## src/rtl/sc1_boot_pkg.sv

```systemverilog
// Shared types and constants for the sc1 boot sequencer: state encoding,
// instruction/byte widths and boot header size.
package sc1_boot_pkg;

    localparam int unsigned INSTR_W        = 32;
    localparam int unsigned BYTE_W         = 8;
    localparam int unsigned BYTES_PER_WORD = INSTR_W / BYTE_W;
    localparam int unsigned HDR_BYTES      = 2;
    localparam int unsigned HDR_W          = HDR_BYTES * BYTE_W;

    typedef enum logic [2:0] {
        ST_POR   = 3'd0,
        ST_HDR0  = 3'd1,
        ST_HDR1  = 3'd2,
        ST_LOAD  = 3'd3,
        ST_CHK   = 3'd4,
        ST_RUN   = 3'd5,
        ST_ERROR = 3'd6
    } boot_state_t;

    // States in which the byte stream is consumed.
    function automatic logic accepts_bytes(input boot_state_t s);
        return (s == ST_HDR0) || (s == ST_HDR1) || (s == ST_LOAD) || (s == ST_CHK);
    endfunction

endpackage

```

## src/rtl/sc1_byte_packer.sv

```systemverilog
// Assembles four accepted bytes into a little-endian 32-bit word; word_done
// pulses the cycle after the fourth byte, clear drops any partial word.
module sc1_byte_packer
    import sc1_boot_pkg::*;
(
    input  logic               clk,
    input  logic               reset,
    input  logic               i_clear,
    input  logic               i_valid,
    input  logic [BYTE_W-1:0]  i_byte,
    output logic [INSTR_W-1:0] o_word,
    output logic               o_word_done,
    output logic               o_last_c
);

    localparam int unsigned IDX_W = $clog2(BYTES_PER_WORD);

    logic [IDX_W-1:0]   r_idx;
    logic [INSTR_W-1:0] r_word;
    logic               r_done;

    always_ff @(posedge clk or posedge reset) begin
        if (reset) begin
            r_idx  <= '0;
            r_word <= '0;
            r_done <= 1'b0;
        end else begin
            r_done <= 1'b0;
            if (i_clear) begin
                r_idx <= '0;
            end else if (i_valid) begin
                r_word[{r_idx, 3'b000} +: BYTE_W] <= i_byte;
                r_idx  <= r_idx + IDX_W'(1);
                r_done <= o_last_c;
            end
        end
    end

    assign o_last_c    = (r_idx == IDX_W'(BYTES_PER_WORD - 1));
    assign o_word      = r_word;
    assign o_word_done = r_done;

endmodule

```

## src/rtl/sc1_boot_ctrl.sv

```systemverilog
// Boot sequencer: power-on hold, then loads instruction memory from a byte
// stream and releases CPU reset. Optional trailing checksum: BOOT_CHECKSUM_EN.
module sc1_boot_ctrl
    import sc1_boot_pkg::*;
#(
    parameter int unsigned DEPTH_I         = 8,
    parameter int unsigned RESET_TIMER_BIT = 24
) (
    input  logic               clk,
    input  logic               reset,
    input  logic [BYTE_W-1:0]  rx_data,
    input  logic               rx_valid,
    output logic               rx_ready,
    input  logic               restart,
    output logic               imem_we,
    output logic [DEPTH_I-1:0] imem_addr,
    output logic [INSTR_W-1:0] imem_data,
    output logic               cpu_reset,
    output logic               busy,
    output logic               error
);

    localparam int unsigned CNT_W     = RESET_TIMER_BIT + 1;
    localparam int unsigned N_W       = HDR_W + 1;
    localparam int unsigned MAX_WORDS = 1 << DEPTH_I;

    boot_state_t        r_state;
    boot_state_t        w_state_nxt;
    logic [CNT_W-1:0]   r_cnt;
    logic [BYTE_W-1:0]  r_n_lo;
    logic [DEPTH_I-1:0] r_last;
    logic [DEPTH_I-1:0] r_addr;
    logic               r_rx_ready;
    logic               r_cpu_reset;
    logic               r_busy;
    logic               r_error;

    logic               w_acc;
    logic               w_pk_valid;
    logic               w_pk_clear;
    logic               w_byte3;
    logic               w_final;
    logic               w_word_done;
    logic [INSTR_W-1:0] w_word;
    logic [HDR_W-1:0]   w_n;
    logic               w_n_zero;
    logic               w_n_big;

`ifdef BOOT_CHECKSUM_EN
    localparam boot_state_t ST_AFTER_LOAD = ST_CHK;
    logic [BYTE_W-1:0] r_sum;
`else
    localparam boot_state_t ST_AFTER_LOAD = ST_RUN;
    logic r_final;
`endif

    assign w_acc      = rx_valid & r_rx_ready;
    assign w_n        = {rx_data, r_n_lo};
    assign w_n_zero   = (w_n == '0);
    assign w_n_big    = N_W'(w_n) > N_W'(MAX_WORDS);
    assign w_pk_clear = restart | (r_state != ST_LOAD);
`ifdef BOOT_CHECKSUM_EN
    assign w_pk_valid = w_acc & (r_state == ST_LOAD);
`else
    assign w_pk_valid = w_acc & (r_state == ST_LOAD) & ~r_final;
`endif
    // Fourth byte of the last word is being accepted.
    assign w_final    = w_pk_valid & w_byte3 & (r_addr == r_last);

    sc1_byte_packer u_packer (
        .clk         (clk),
        .reset       (reset),
        .i_clear     (w_pk_clear),
        .i_valid     (w_pk_valid),
        .i_byte      (rx_data),
        .o_word      (w_word),
        .o_word_done (w_word_done),
        .o_last_c    (w_byte3)
    );

    always_comb begin
        w_state_nxt = r_state;
        case (r_state)
            ST_POR:  if (r_cnt[RESET_TIMER_BIT]) w_state_nxt = ST_HDR0;
            ST_HDR0: if (w_acc) w_state_nxt = ST_HDR1;
            ST_HDR1: begin
                if (w_acc) begin
                    if (w_n_zero)     w_state_nxt = ST_AFTER_LOAD;
                    else if (w_n_big) w_state_nxt = ST_ERROR;
                    else              w_state_nxt = ST_LOAD;
                end
            end
`ifdef BOOT_CHECKSUM_EN
            ST_LOAD: if (w_final) w_state_nxt = ST_CHK;
            ST_CHK:  if (w_acc) w_state_nxt = (rx_data == r_sum) ? ST_RUN : ST_ERROR;
`else
            // Leave in the write cycle so cpu_reset drops the cycle after it.
            ST_LOAD: if (r_final) w_state_nxt = ST_RUN;
`endif
            ST_RUN, ST_ERROR: ;
            default: w_state_nxt = ST_ERROR;
        endcase
        if (restart && (r_state != ST_POR)) w_state_nxt = ST_HDR0;
    end

    always_ff @(posedge clk or posedge reset) begin
        if (reset) begin
            r_state     <= ST_POR;
            r_cnt       <= '0;
            r_n_lo      <= '0;
            r_last      <= '0;
            r_addr      <= '0;
            r_rx_ready  <= 1'b0;
            r_cpu_reset <= 1'b1;
            r_busy      <= 1'b1;
            r_error     <= 1'b0;
        end else begin
            r_state     <= w_state_nxt;
            r_rx_ready  <= accepts_bytes(w_state_nxt);
            r_cpu_reset <= (w_state_nxt != ST_RUN);
            r_busy      <= (w_state_nxt != ST_RUN);
            r_error     <= (w_state_nxt == ST_ERROR);
            if (r_state == ST_POR) r_cnt <= r_cnt + CNT_W'(1);
            if ((r_state == ST_HDR0) && w_acc) r_n_lo <= rx_data;
            if ((r_state == ST_HDR1) && w_acc) r_last <= DEPTH_I'(w_n - HDR_W'(1));
            if (restart || (r_state == ST_HDR0) || (r_state == ST_HDR1))
                r_addr <= '0;
            else if (w_word_done)
                r_addr <= r_addr + DEPTH_I'(1);
        end
    end

`ifdef BOOT_CHECKSUM_EN
    always_ff @(posedge clk or posedge reset) begin
        if (reset)
            r_sum <= '0;
        else if (restart || (r_state == ST_HDR0) || (r_state == ST_HDR1))
            r_sum <= '0;
        else if (w_pk_valid)
            r_sum <= r_sum + rx_data;
    end
`else
    always_ff @(posedge clk or posedge reset) begin
        if (reset)
            r_final <= 1'b0;
        else
            r_final <= ~restart & (r_state == ST_LOAD) & (w_final | r_final);
    end
`endif

    assign rx_ready  = r_rx_ready;
    assign imem_we   = w_word_done;
    assign imem_addr = r_addr;
    assign imem_data = w_word;
    assign cpu_reset = r_cpu_reset;
    assign busy      = r_busy;
    assign error     = r_error;

endmodule

```

## config.mk

```make
export PLATFORM = sky130hd
export DESIGN_NAME = sc1_boot_ctrl
export DESIGN_NICKNAME = d
export VERILOG_FILES = /design/src/rtl/sc1_boot_pkg.sv /design/src/rtl/sc1_byte_packer.sv /design/src/rtl/sc1_boot_ctrl.sv
export SDC_FILE = /design/constraint.sdc
export NUM_CORES = 1
export LEC_CHECK = 0
export BUFFER_PORTS_ARGS = -buffer_cell sky130_fd_sc_hd__buf_4
export CORE_MARGIN = 2
export CORE_UTILIZATION = 62
export DETAILED_ROUTE_END_ITERATION = 8
export GPL_ROUTABILITY_DRIVEN = 0
export PLACE_DENSITY = 0.89
export SLEW_MARGIN = 20
export SYNTH_ARGS = -nofsm -noshare
export SYNTH_HDL_FRONTEND = slang
export SYNTH_SLANG_ARGS = --single-unit
```

## constraint.sdc

```tcl
create_clock -name clk -period 4.3 [get_ports clk]
set_input_delay 0.86 -clock clk [delete_from_list [all_inputs] [get_ports clk]]
set_output_delay 0.86 -clock clk [all_outputs]
set_load 0.01 [all_outputs]
```

==> results of run 1 <==
-- worst max-delay path, delay by kind of cell, from the launching register on --
kind,cells,cell delay [ns]
flip-flops,1,0.54
AND/OR/NAND/NOR,3,1.09
AO/OA/AOI/OAI,2,0.60
-- state kept, by name, summed over array words and instances (netlist names) --
signal,count
u_packer.r_idx,2
r_cnt,25
r_n_lo,8
r_final,1
busy,1
error,1
imem_addr,8
u_packer.o_word_done,1
u_packer.o_word,32
r_state,3
rx_ready,1
r_last,8
-- synthesized netlist by cell type (2+ instances only) --
cell type / instances
nand2_1: 96
dfrtp_1: 90
o21ai_0: 42
xnor2_1: 26
nor2_1: 24
xor2_1: 22
nand3_1: 11
inv_1: 9
nand4_1: 9
ha_1: 8
clkbuf_1: 7
mux2_2: 7
and3_1: 6
nor3_1: 5
a21oi_1: 3
nor3_2: 3
nor3b_1: 3
a21boi_0: 2
a21o_1: 2
a31oi_1: 2
a31oi_2: 2
buf_2: 2
buf_6: 2
nor2_2: 2
nor4_1: 2
or3_1: 2
or4_1: 2
-- through the flow --
step | cells | hold WS (ns) | instance area [um^2] | utilization | power (W)
after floorplan | 411 | 0.434 | 4180 | - | 0.00157
after global placement | 534 | 0.451 | 4650 | 0.723 | 0.00172
after detailed placement | 534 | 0.457 | 4650 | 0.723 | 0.00176
after CTS | 550 | 0.477 | 4830 | 0.752 | 0.00231
after global routing | 550 | 0.488 | 4830 | 0.752 | 0.00244
final | 550 | 0.476 | 4830 | 0.752 | 0.00230
-- layer usage --
layer / share of wire / up-vias
li1: - / 1487
met5: 0 / -
met4: 0.023 / 0
met1: 0.43 / 1564
met2: 0.49 / 84
met3: 0.053 / 18
-- cell type report --
type	count	share of cell area
Sequential cell	91	0.472
Multi-Input combinational cell	299	0.373
Timing Repair Buffer	58	0.0901
Clock buffer	9	0.0256
Tap cell	77	0.0199
Clock inverter	7	0.0124
Inverter	9	0.00751
-- worst paths after layout --
check / end / cells past startpoint / slack, ns
hold / removal: r_cnt[9] / 1 / 0.48
max in group asynchronous: u_packer.o_word[8] / 3 / 2.98
setup / recovery: error / 5 / 2.00
setup reg to reg: error / 5 / 2.00
hold reg to reg: r_cnt[9] / 1 / 0.48
min in group asynchronous: u_packer.r_idx[1] / 2 / 0.61
-- logic make-up after synthesis --
| kind of cell | after synthesis | synth area share |
|---|---|---|
| AO/OA/AOI/OAI | 55 | 0.0745 |
| flip-flops | 91 | 0.545 |
| buffers and inverters | 21 | 0.0240 |
| AND/OR/NAND/NOR | 179 | 0.208 |
| XOR/XNOR | 48 | 0.101 |
| multiplexers | 9 | 0.0240 |
| adder cells (fa/ha/maj) | 8 | 0.0240 |
-- report_power, final --
group	switching [W]	leakage (nW)	internal (W)
clock	0.000329	0.0844	0.000219
sequential	0.000166	1.21	0.00101
combinational	0.000300	0.949	0.000277
total	0.000796	2.25	0.00150
==> run_results.csv, run 1 <==
group,metric,value,unit
outcome,status,"completed",
floorplanning,ios,57,
layout,final_common_cell,"nand2_1",
floorplanning,core_region_area,6420,um^2
power,powerDensity,476,nW/um^2
grt,antenna_found_initial,0,
worst_setup_path,critPathMaxStageDelay,0.59,ns
cts,clkTransAtPathRegs,0.09,ns
route,drt_first_pass_iters,4,
worst_setup_path,crit_path_start_kind,"flop",
sta,drv_slew,0,
yosys,synthesis.area,4180,um^2
worst_setup_path,slowest_stage,"nand4_1",
worst_setup_path,startpoint,"r_state[0]",
worst_hold_path,hold_path.startpoint,"r_cnt[9]",
yosys,netlist_instances,411,
sta,hold_viol_final,0,
sta,slew_headroom,0.359,
yosys,syn_nets,431,
sta,layout_setup_ws,2.00,ns
route,drc,0,
cts,ctsHoldBuffers,0,
cts,cts_setup_buffers,0,
sta,fmax,434,MHz
grt,met1_usage,0.347,
sta,setup_tns,0,ns
layout,layout-drive-gt1-share,0.205,
run,cap_violations,0,
grt,grt_util_met3,0.0674,
power,leakage,2.25,nW
route,wl_per_cell,15.9,um
sta,layout_min_cycle_time,2.30,ns
cts,cts_max_level,3,
cts,cts_tree,"built",
cts,clockBufferDepth,2,
yosys,synth.largest_area_cell,"dfrtp_1",
yosys,synth-seq-cells,91,
grt,grt_pass1_vias,3159,
yosys,synth-edff-count,0,
cts,cts.sinks,91,
grt,top_usage_layer,"met2",
route,initialDrtViolationCount,206,
floorplanning,die_area,7410,um^2
floorplanning,die_w,86.1,um
route,finalWirelength,8730,um
grt,grtUsageTotal,0.262,
layout,diodes,0,
grt,grt_max_degree,61,
grt,grt_pass1_wl,14900,um
power,peakVddDrop,0.395,mV
placement,post-place-ws,1.78,ns
worst_setup_path,worstPathArrival,2.59,ns
sta,finClkSkew,0.0105,ns
sta,worst_pin_slew,0.953,ns
sta,finalSetupViolCount,0,
placement,portBuffers,56,
yosys,synth_top_area_share,0.539,
worst_setup_path,cp.required,4.59,ns
floorplanning,num_rows,29,
layout,regArea,2280,um^2
cts,insertion_delay,0.36,ns
sta,period_share,0.535,
layout,fin_nets,488,
yosys,ys_async_sr_fraction,1.00,
yosys,ys_seq_area_frac,0.545,
worst_hold_path,min_path_type,"reg2reg",
cts,root_buffer,"clkbuf_8",
worst_setup_path,crit_type,"reg2reg",
yosys,ys_warn_count,0,
route,ant_nets,0,
worst_setup_path,r2r-start,"r_state[0]",
cts,numCtsBuffers,9,
sta,rsz0062_at_grt,"no",
layout,most-common-layout-cells,"nand2_1, dfrtp_1, buf_4, o21ai_0, xnor2_1",
floorplanning,die_height,86.1,um
route,vias,3153,
layout,syn_to_final_growth,15.6,%
floorplanning,initial_core_util,0.651,
grt,grt.met2_usage,0.416,
worst_setup_path,setup.worst_path.end_class,"flop",
yosys,avgSynthCellArea,10.2,um^2
yosys,synth_area_leaders,"dfrtp_1, nand2_1, xnor2_1",
worst_setup_path,cp_max_fo,18,
layout,multiInputGateArea,1800,um^2
grt,overflow,0,
worst_setup_path,worstPathCellList,"nor2_2 -> nand4_1 -> a21o_1 -> a31oi_2 -> nor3b_2",
layout,fillers,420,
yosys,yosysUniqueCellTypes,47,
route,via_per_inst,5.73,
cts,cts_resized,0,
yosys,yosys_most_used_dff,"dfrtp_1",
placement,hpwlAfterDp,6140,um
No activity file was read; power rests on OpenSTA's default activity.
==> run 2, diff against run 1 <==
--- a/config.mk
+++ b/config.mk
@@ -7,10 +7,10 @@
 export LEC_CHECK = 0
 export BUFFER_PORTS_ARGS = -buffer_cell sky130_fd_sc_hd__buf_4
 export CORE_MARGIN = 2
-export CORE_UTILIZATION = 62
+export CORE_UTILIZATION = 52
 export DETAILED_ROUTE_END_ITERATION = 8
 export GPL_ROUTABILITY_DRIVEN = 0
-export PLACE_DENSITY = 0.89
+export PLACE_DENSITY = 0.8
 export SLEW_MARGIN = 20
 export SYNTH_ARGS = -nofsm -noshare
 export SYNTH_HDL_FRONTEND = slang
==> constraint.sdc (replaced) <==
create_clock -name clk -period 2.1 [get_ports clk]
set_input_delay 0.42 -clock clk [delete_from_list [all_inputs] [get_ports clk]]
set_output_delay 0.42 -clock clk [all_outputs]
set_load 0.01 [all_outputs]
==> run 2 against run 1 <==
Critical path depth is 2 higher. Core utilization is 11 points lower. Fmax is 22% higher. Total power is 110% higher. Setup slack worse by 1.8 ns. Via count is 0.63% lower. Largest power group unchanged.
==> run_results.csv, run 2 (synthesis results as in run 1) <==
group,metric,value,unit
layout,diodes,0,
sta,setup_tns,0,ns
route,via_per_inst,5.34,
sta,rsz0062_at_grt,"no",
route,finalWirelength,8920,um
floorplanning,initial_core_util,0.538,
route,drc,0,
floorplanning,ios,57,
sta,finClkSkew,0.0135,ns
worst_setup_path,critPathMaxStageDelay,0.42,ns
route,drt_first_pass_iters,4,
floorplanning,core_region_area,7770,um^2
power,finalPower,0.00486,W
worst_setup_path,setup.worst_path.end_class,"flop",
worst_setup_path,crit_type,"reg2reg",
grt,grtUsageTotal,0.222,
power,leakage,2.32,nW
cts,numCtsBuffers,9,
worst_setup_path,r2r_slack,0.21,ns
layout,fillers,643,
floorplanning,num_rows,32,
power,peakVddDrop,0.732,mV
sta,layout_min_cycle_time,1.89,ns
worst_setup_path,critical_path.top_delay_family,"simple AND/OR/NAND/NOR gates",
cts,cts_tree,"built",
worst_setup_path,worstPathArrival,2.13,ns
sta,fmax,530,MHz
floorplanning,die_height,93.6,um
cts,insertion_delay,0.36,ns
worst_setup_path,r2r_cells,7,
worst_setup_path,reg2reg_to,"error",
route,wl_per_cell,15.2,um
worst_setup_path,critPathCapture,"error",
layout,final_cells,587,
worst_setup_path,cp_max_fo,4,
worst_setup_path,crit_path_start_kind,"flop",
cts,root_buffer,"clkbuf_8",
layout,most-common-layout-cells,"nand2_1, dfrtp_1, buf_4, o21ai_0, xnor2_1",
cts,cts_max_level,3,
floorplanning,die_area,8770,um^2
grt,grt_max_degree,92,
worst_hold_path,min_path_type,"in2async",
worst_setup_path,slowest_stage,"dfrtp_1",
placement,dp.cells,571,
placement,hpwlAfterDp,6160,um
cts,cts.sinks,91,
worst_setup_path,crit_buf_inv,1,
sta,finalSetupViolCount,0,
layout,final_common_cell,"nand2_1",
grt,overflow,0,
grt,grt_pass1_wl,15100,um
worst_setup_path,crit_cells,7,
route,vias,3133,
sta,drv_slew,0,
worst_setup_path,worstPathCellList,"inv_1 -> ha_1 -> or3b_4 -> nor2_2 -> xnor2_1 -> a31oi_2 -> nor3b_2",
worst_setup_path,r2r-start,"r_n_lo[0]",
run,cap_violations,0,
layout,syn_to_final_growth,19.6,%
worst_setup_path,cp.required,2.34,ns
grt,antenna_found_initial,0,
cts,clkTransAtPathRegs,0.09,ns
floorplanning,die_w,93.6,um
power,powerDensity,972,nW/um^2
sta,period_share,0.898,
grt,grt_pass1_vias,3168,
worst_setup_path,startpoint,"r_n_lo[0]",
sta,slew_headroom,0.673,
layout,largest_register_ff_count,32,
sta,hold_viol_final,0,
cts,clockBufferDepth,2,
sta,worst_pin_slew,0.491,ns
placement,portBuffers,56,
layout,layout-drive-gt1-share,0.225,
layout,fin_nets,500,
route,ant_nets,0,
route,initialDrtViolationCount,149,
outcome,status,"completed",
## run 2: repair_timing
| item | 4_1_cts | 5_1_grt |
|---|---|---|
| hold buffers | 0 | 0 |
| hold endpoints to repair | 0 | 0 |
| setup endpoints to repair | 0 | 7 |
| resized for setup | 0 | 3 |
| buffers inserted | 0 | 0 |
## run 2: routing by layer
metal,global-route usage,vias to the layer above,wire (um)
li1,-,1511,-
met1,0.287,1536,3820
met2,0.375,76,4510
met3,0.0556,10,488
met4,0.0568,0,99
met5,0,-,0
## run 2: power by group
group          leakage (nW)  total [W]  internal (W)  switching, W
combinational          1.01    0.00126      0.000609      0.000649
clock                0.0999    0.00121      0.000588      0.000623
sequential             1.21    0.00239       0.00207      0.000324
## run 2: tightest hold or removal path, cell delays in order
cell,delay [ns]
buf_4,0.12
clkinvlp_4,0.07
buf_12,0.36
## run 2: final cells by class
type / instances / area, um^2 / area share
clock buffer: 11 / 141 / 0.0283
clock inverter: 5 / 60.1 / 0.0120
inverter: 9 / 37.5 / 0.00751
multi-input combinational: 299 / 1820 / 0.363
sequential: 91 / 2280 / 0.456
tap: 102 / 128 / 0.0255
timing repair buffer: 70 / 538 / 0.108
## run 2: worst min path at each step
stage	startpoint	cells past startpoint	slack, ns	end
finish	reset	3	0.17	imem_addr[0]
global route	reset	3	0.22	imem_addr[0]
CTS	reset	3	0.20	u_packer.o_word[24]
detailed placement	r_cnt[20]	1	0.46	r_cnt[20]
global placement	r_cnt[9]	1	0.45	r_cnt[9]
floorplan	r_cnt[18]	1	0.43	r_cnt[18]
## run 2: through the flow
stage	utilization	hold slack, ns	worst slack [ns]	cell area [um^2]
2_1_floorplan	-	0.434	0.294	4180
3_3_place_gp	0.616	0.449	0.127	4780
3_5_place_dp	0.616	0.455	0.0965	4780
4_1_cts	0.642	0.198	0.0795	4980
5_1_grt	0.644	0.216	0.0794	5000
6_report	0.644	0.174	0.214	5000
==> run 3, diff against run 2 <==
--- a/config.mk
+++ b/config.mk
@@ -14,4 +14,5 @@
 export SLEW_MARGIN = 20
 export SYNTH_ARGS = -nofsm -noshare
 export SYNTH_HDL_FRONTEND = slang
+export SYNTH_HIERARCHICAL = 1
 export SYNTH_SLANG_ARGS = --single-unit
==> run 3 against run 2 <==
Fmax decreased by 5.4%. Clock power increased by 23%. Clock-buffer cell count unchanged. Wire length increased by 3.9%. Core utilization decreased by 0.85 points. Clock skew decreased by 0.0046 ns. Die area increased by 4.9%. First-iteration DRC count increased by 29%. Sequential power decreased by 2%. Via count increased by 3.9%. Non-clock buffer count unchanged. Synthesized cell count increased by 0.73%. Largest power group unchanged.
==> run_results.csv, run 3 <==
group,metric,value,unit
outcome,status,"completed",
sta,finalSetupViolCount,0,
floorplanning,die_area,9200,um^2
cts,cts_max_level,3,
layout,fin_nets,495,
placement,hpwlAfterDp,6400,um
sta,layout_setup_ws,0.107,ns
grt,grt_pass1_vias,3196,
floorplanning,die_height,95.9,um
route,via_per_inst,5.58,
yosys,synth-edff-count,0,
yosys,synth_most_common_cell,"dfrtp_1",
cts,root_buffer,"clkbuf_8",
sta,setup_tns,0,ns
layout,layout-drive-gt1-share,0.234,
grt,antenna_found_initial,0,
worst_setup_path,crit_type,"reg2reg",
cts,clockBufferDepth,2,
yosys,synthesis.area,4390,um^2
floorplanning,die_w,95.9,um
worst_setup_path,cp_max_fo,10,
layout,syn_to_final_growth,18.8,%
route,vias,3254,
yosys,syn_nets,436,
route,wl_per_cell,15.9,um
cts,ctsHoldBuffers,0,
floorplanning,core_region_area,8220,um^2
sta,drv_slew,0,
run,cap_violations,0,
route,drc,0,
layout,most-common-layout-cells,"dfrtp_1, buf_4, nand2_1, inv_1, nor2_1",
worst_setup_path,crit_path_start_kind,"flop",
cts,cts.sinks,91,
placement,dp.cells,567,
grt,grt_max_degree,57,
sta,fmax,502,MHz
yosys,yosys_most_used_dff,"dfrtp_1",
yosys,synth_area_leaders,"dfrtp_1, xnor2_1, nand2_1",
layout,final_cells,583,
layout,diodes,0,
sta,period_share,0.949,
route,drt_first_pass_iters,4,
placement,post-place-ws,0.0496,ns
grt,overflow,0,
yosys,avgSynthCellArea,10.6,um^2
worst_setup_path,cp.required,2.36,ns
power,leakage,2.47,nW
sta,slew_headroom,0.649,
worst_setup_path,setup.worst_path.end_class,"flop",
cts,cts_tree,"built",
cts,numCtsBuffers,9,
sta,finClkSkew,0.00890,ns
route,ant_nets,0,
route,finalWirelength,9270,um
grt,grt_pass1_wl,15400,um
cts,clkTransAtPathRegs,0.09,ns
yosys,netlist_instances,414,
worst_hold_path,min_path_type,"in2async",
floorplanning,initial_core_util,0.535,
layout,final_util,0.635,
sta,worst_pin_slew,0.522,ns
yosys,ys_warn_count,6,
floorplanning,ios,57,
placement,place_area,4950,um^2
grt,grtUsageTotal,0.218,
sta,layout_min_cycle_time,1.99,ns
yosys,synth.largest_area_cell,"dfrtp_1",
yosys,yosysUniqueCellTypes,50,
yosys,synth_common_cells,"dfrtp_1, nand2_1, inv_1, nor2_1, xnor2_1",
yosys,ys_seq_area_frac,0.519,
placement,portBuffers,56,
layout,largest_register_ff_count,32,
yosys,ys_async_sr_fraction,1.00,
worst_setup_path,worstPathArrival,2.26,ns
sta,hold_viol_final,0,
yosys,synth-seq-cells,91,
cts,insertion_delay,0.37,ns
sta,rsz0062_at_grt,"no",
route,initialDrtViolationCount,192,
floorplanning,num_rows,33,
layout,fin_area,5220,um^2
power,powerDensity,981,nW/um^2
layout,final_common_cell,"dfrtp_1",
power,peakVddDrop,0.696,mV
yosys,synth_top_area_share,0.513,
## run 3: cell count changes in the layout (fill, tap and decap cells not counted), sizes merged, moves of 3 or more
cell and delta:
and3b +3, or3 +3, o21ai -31, inv +27, nand2 -42, o32ai +24
nand2b +3, a32o +8
## run 3: path summary, 6_finish.rpt
kind,cells past startpoint,to,from,slack (ns)
worst max-delay path,4,u_packer/o_word[8],r_state[2],0.11
worst min-delay path,3,r_cnt[6],reset,0.10
worst max register to register,4,u_packer/o_word[8],r_state[2],0.11
worst min register to register,1,r_cnt[16],r_cnt[16],0.47
max in group asynchronous,3,u_packer/o_word[24],reset,1.63
min in group clk,3,r_state[0],restart,0.30
## run 3: layer usage
layer | global-route usage | vias up | share of wire
met5 | 0 | - | 0
met4 | 0.0976 | 0 | 0.025
met3 | 0.0368 | 24 | 0.051
met2 | 0.347 | 81 | 0.48
met1 | 0.295 | 1615 | 0.45
li1 | - | 1534 | -
## run 3: worst max-delay path: stages, from the launching register on
cell       delay (ns)
dfrtp_1          0.40
nand2b_1         0.17
or3b_2           0.57
nand4bb_2        0.40
o32ai_1          0.35
## run 3: cell type report
cell class | count | area [um^2]
well taps | 105 | 131
clock buffers | 11 | 151
fillers | 662 | 3000
repair buffers | 70 | 538
inverters | 35 | 131
flip-flops and latches | 91 | 2280
clock inverters | 5 | 106
multi-input cells | 266 | 1880
## run 3: per-stage QoR
stage               hold slack [ns]  power, W
CTS                           0.118   0.00514
floorplan                     0.434   0.00322
finish                        0.103   0.00512
detailed placement            0.454   0.00366
global placement              0.450   0.00360
global route                  0.134   0.00541
## run 3: repair_timing
| action | CTS | global route |
|---|---|---|
| endpoints found under the setup margin | 0 | 9 |
| setup buffers | 0 | 0 |
| endpoints found under the hold margin | 0 | 0 |
| gates resized for setup | 0 | 2 |
## run 3: cell families after synthesis
| kind of cell | Yosys count | synth area share |
|---|---|---|
| adder cells (fa/ha/maj) | 10 | 0.0285 |
| flip-flops | 91 | 0.519 |
| buffers and inverters | 57 | 0.0553 |
| XOR/XNOR | 46 | 0.0917 |
| AO/OA/AOI/OAI | 56 | 0.113 |
| AND/OR/NAND/NOR | 145 | 0.171 |
| multiplexers | 9 | 0.0225 |
## run 3: power breakdown
group,total [W],switching [W],leakage [nW],internal (W)
logic,0.00129,0.000671,1.23,0.000622
registers,0.00234,0.000273,1.11,0.00207
clock network,0.00149,0.000628,0.126,0.000860
